===== src/rtl/rand_sched.sv =====
// rand_sched: round-robin sharing of one external 8-bit LFSR among N requesters, with seeding and reseed.
// Optional RAND_SCHED_LOCKUP_EN reseeds from SEED when the LFSR reads zero in SERVE.
module rand_sched #(
  parameter int         N    = 4,
  parameter logic [7:0] SEED = 8'hF0
) (
  input  logic         clk,
  input  logic         rst,
  input  logic [N-1:0] req,
  input  logic         reseed,
  input  logic [7:0]   seed_in,
  input  logic [7:0]   lfsr_rand,
  output logic         lfsr_load,
  output logic [7:0]   lfsr_seed,
  output logic [N-1:0] gnt,
  output logic [7:0]   rand_out,
  output logic         rand_valid,
  output logic         ready
);
  localparam int PW = $clog2(N);
  typedef enum logic [1:0] {INIT, LOAD, SETTLE, SERVE} state_t;
  state_t         state_q, state_d;
  logic [PW-1:0]  ptr_q, ptr_d, idx, win;
  logic [N-1:0]   gnt_q, gnt_d;
  logic [7:0]     rand_q, rand_d, seed_q, seed_d;
  logic           valid_q, load_q, ready_q, hit, lockup;
`ifdef RAND_SCHED_LOCKUP_EN
  assign lockup = lfsr_rand == 8'h00;
`else
  assign lockup = 1'b0;
`endif
  // first requester at or after ptr, wrapping
  always_comb begin
    hit = 1'b0;
    win = ptr_q;
    idx = ptr_q;
    for (int i = 0; i < N; i++) begin
      idx = PW'((int'(ptr_q) + i) % N);
      if (!hit && req[idx]) begin
        hit = 1'b1;
        win = idx;
      end
    end
  end
  always_comb begin
    state_d = state_q;
    ptr_d   = ptr_q;
    gnt_d   = '0;
    rand_d  = rand_q;
    seed_d  = seed_q;
    case (state_q)
      INIT: begin
        state_d = LOAD;
        seed_d  = SEED;
      end
      LOAD:   state_d = SETTLE;
      SETTLE: state_d = SERVE;
      SERVE: begin
        if (reseed) begin
          state_d = LOAD;
          seed_d  = (seed_in == 8'h00) ? SEED : seed_in;
        end else if (lockup) begin
          state_d = LOAD;
          seed_d  = SEED;
        end else if (hit) begin
          gnt_d  = N'(1) << win;
          rand_d = lfsr_rand;
          ptr_d  = PW'((int'(win) + 1) % N);
        end
      end
    endcase
  end
  always_ff @(posedge clk or posedge rst) begin
    if (rst) begin
      state_q <= INIT;
      ptr_q   <= '0;
      gnt_q   <= '0;
      rand_q  <= 8'h00;
      seed_q  <= SEED;
      valid_q <= 1'b0;
      load_q  <= 1'b0;
      ready_q <= 1'b0;
    end else begin
      state_q <= state_d;
      ptr_q   <= ptr_d;
      gnt_q   <= gnt_d;
      rand_q  <= rand_d;
      seed_q  <= seed_d;
      valid_q <= |gnt_d;
      load_q  <= state_d == LOAD;
      ready_q <= state_d == SERVE;
    end
  end
  assign gnt        = gnt_q;
  assign rand_out   = rand_q;
  assign rand_valid = valid_q;
  assign lfsr_load  = load_q;
  assign lfsr_seed  = seed_q;
  assign ready      = ready_q;
endmodule


===== config.mk =====
export PLATFORM = sky130hd
export DESIGN_NAME = rand_sched
export DESIGN_NICKNAME = d
export VERILOG_FILES = /design/src/rtl/rand_sched.sv
export SDC_FILE = /design/constraint.sdc
export NUM_CORES = 1
export LEC_CHECK = 0
export BUFFER_PORTS_ARGS = -buffer_cell sky130_fd_sc_hd__buf_4
export CAP_MARGIN = 25
export CELL_PAD_IN_SITES_DETAIL_PLACEMENT = 1
export CELL_PAD_IN_SITES_GLOBAL_PLACEMENT = 2
export CORE_MARGIN = 3
export CORE_UTILIZATION = 28
export DETAILED_ROUTE_END_ITERATION = 12
export MAX_ROUTING_LAYER = met4
export PLACE_DENSITY_LB_ADDON = 0.1
export SYNTH_ARGS = -nofsm -noshare
export SYNTH_HDL_FRONTEND = slang
export SYNTH_SLANG_ARGS = --single-unit

===== constraint.sdc =====
create_clock -name clk -period 2.2 [get_ports clk]
set_clock_uncertainty 0.2 [all_clocks]
set_input_delay 0.11 -clock clk [delete_from_list [all_inputs] [get_ports clk]]
set_output_delay 0.11 -clock clk [all_outputs]
set_load 0.005 [all_outputs]

==> impl_results.md <==
* Synthesized Nets at 140
* Die ar. at ~0.005 mm2
* Register area at 680.7 um2
* H-tree depth at 1
* Slew Limit Fails at 0
* Syn Area/Cell at ~10 um2
* RSZ-0062 raised after global routing: no
* RD Place Congestion at a little over 0.7
* CTS tree: built
* Peak Freq at just over 0.5 GHz
* Vias/cell at 4.684
* Met1 Resource Use GR at 0.1603
* Synth warn at 0
* DP Area at 0.001575 mm2
* Antenna cell count at 0
* Final TNS setup at 0 ns
* Synth cell types at 30
* Switching power at about 0.67 mW
* Rel. slew slack at 0.6373
* Area taken by multi-input logic gates at 449.2 um2
* Yosys reg bits at 27
* Most frequent cells in the layout: buf_4, nand2_1, dfrtp_1
* Die height at 71.33 um
* Sequential power share at 0.445
* Starting density of the core at 0.2945
* Root Driver: clkbuf_8
* Layout cells sized above 1 at 0.3486
* CTS Buffer Depth at 2
* Drt total wl at around 3 mm
* Finish-stage setup viols at 0
* Mapped Cells at 117
* Post-Syn Area at approximately 0.0012 mm2
* Maxcap violations at 0
* Crit end category: flip-flop
* Post-route DRC at 0
* Worst path arrival time at 1.88 ns
* Pint at approximately 1.3 mW
* Core Region at 0.004058 mm2
* Clock power share at 0.149
* Place WS at 0.2718 ns
* Minimum clock period at around 1.9 ns
* Worst-path clk slew at 0.09 ns
* Grt ovf at 0
* Status: finished, final reports clean
* Final Cycle Share at 0.8806
* Class of the most critical setup path: reg -> reg
* Final worst setup slack at between 0.2 and 0.3 ns
* DR pass1 iterations at 4
* Total Power at just under 2 mW
* Most common cell after layout, fill and taps aside: buf_4
* Filler instances at 456
* Final ANT Viol Nets at 0
* Global routing's busiest layer: met2
* HP Class: in -> reg
* Worst vdd ir at 0.0004406 V
* Clock Latency Late Sink at 0.27 ns
* Least-Margin Pin Slew at 0.5383 ns
* I/O pins at 46
* Area growth syn-to-layout at 46.81%
* Max FO, Critical Path at 15
* Comb pwr share at 0.406
* Fin. Hold Viols at 0
* Global-route wire length before repair at ~5.4 mm
* Sw Share at 0.3462
* CTS Buf Count at 3
* Leakage power at ~0.86 nW
* Initial antenna violation count at 0
* GR Util met3 at 0.02384
* Largest net degree at the start of global routing at 17
* Port buffer count at 45
* All-Layer GR Usage at 0.1354
* Die W at 71.33 um
* Met2 Usage GRT at 0.2327
* Design area at 0.001754 mm2
* Core Util, Final at 0.4323
* Initial DRC count at 57
* Vias in the first global route at 1118
* Pwr Density at 1099 mW/mm2
* Routed WL per cell at between 10 and 15 um
* Critical path required time at 2.14 ns
* Final #Nets at 199
* CTS sink count at 27
* HPWL Detailed at 2.322 mm
* Via count at 1054
* Sequential area share after synthesis at 0.5696
* PostCTS Resize Cnt at 0
* CP startpoint kind: flip-flop
* FP Rows at 23
-- final timing paths --
| check | startpoint | endpoint | slack (ns) | depth (start not counted) |
|---|---|---|---|---|
| worst min register to register | rand_out[1]$_DFFE_PP0P_ | rand_out[1]$_DFFE_PP0P_ | 0.30 | 2 |
| max in group asynchronous | rst | lfsr_seed[4]$_DFFE_PP1P_ | 0.95 | 4 |
| min in group asynchronous | rst | rand_out[6]$_DFFE_PP0P_ | 0.20 | 3 |
| worst min-delay path | seed_in[1] | lfsr_seed[1]$_DFFE_PP0P_ | 0.01 | 4 |
| worst max-delay path | state_q[1]$_DFF_PP0_ | ptr_q[0]$_DFFE_PP0P_ | 0.26 | 4 |
| worst max register to register | state_q[1]$_DFF_PP0_ | ptr_q[0]$_DFFE_PP0P_ | 0.26 | 4 |
-- Yosys cell counts --
master / number / area [um2]
a22o_1: 4 / 35.03
clkbuf_1: 2 / 7.510
nor4_1: 4 / 25.02
and3b_1: 1 / 8.760
dfstp_2: 4 / 105.1
a21bo_2: 1 / 10.01
nand2b_2: 1 / 8.760
nor2b_1: 2 / 12.51
a2111oi_4: 1 / 27.53
a21oi_1: 3 / 15.01
a21boi_1: 2 / 15.01
and2_1: 1 / 6.260
a2111o_1: 1 / 11.26
buf_4: 3 / 22.52
inv_1: 6 / 22.52
nand2_1: 28 / 105.1
o31ai_1: 1 / 7.510
nand3_1: 4 / 20.02
and3_1: 2 / 12.51
o22a_1: 4 / 35.03
or2_2: 1 / 6.260
o311a_1: 1 / 10.01
dfrtp_1: 23 / 575.6
inv_2: 2 / 7.510
nand2b_1: 3 / 18.77
nand4_1: 1 / 6.260
buf_2: 1 / 5.000
o21ai_0: 5 / 25.02
nor3_1: 3 / 15.01
or3_1: 2 / 12.51
-- critical path, cell delays in order, from the launching register on --
cell     delay [ns]
dfrtp_1        0.53
nand2_1        0.09
or3_1          0.58
nor4_1         0.35
a21oi_1        0.06
-- flip-flops by register name, indices dropped and copies added, names as in the netlist --
register and flops:
gnt 4, lfsr_load 1, lfsr_seed 8, ptr_q 2, rand_out 8, rand_valid 1
ready 1, state_q 2
-- power by group through the flow --
stage               combinational [mW]  sequential [mW]  clock [mW]
detailed placement               0.781            0.871           0
CTS                              0.803            0.860       0.300
floorplan                        0.447            0.827           0
global placement                 0.767            0.859           0
global route                     0.893            0.886       0.324
finish                           0.783            0.857       0.287
-- through the flow --
step / hold WS (ns) / cells
final: 0.01311 / 225
after global routing: 0.03007 / 225
after CTS: 0.008610 / 225
after detailed placement: -0.02556 / 208
after global placement: -0.03259 / 208
after floorplan: -0.04025 / 117
-- per-layer routing --
layer	share of wire	vias up	routed length, um
met5	0	-	0
met4	0.0088	0	27
met3	0.047	4	143
met2	0.53	25	1622
met1	0.42	511	1280
li1	-	514	-
-- layout make-up --
| type | count | area share |
|---|---|---|
| tap | 50 | 0.03566 |
| timing repair buffer | 60 | 0.2753 |
| inverter | 8 | 0.01712 |
| clock buffer | 3 | 0.02354 |
| multi-input combinational | 76 | 0.2561 |
| sequential | 27 | 0.3880 |
| clock inverter | 1 | 0.004280 |
-- cell families after synthesis --
kind of cell,after synthesis,share of synthesized area
and+or+nand+nor,53,0.2157
AOI/OAI and AO/OA,23,0.1602
DFF,27,0.5696
buffers and inverters,14,0.05445
-- timing repair --
action | 4_1_cts | 5_1_grt
setup buffers | 0 | 0
hold buffers | 13 | 0
hold endpoints to repair | 24 | 0
No activity file was read; power rests on OpenSTA's default activity.
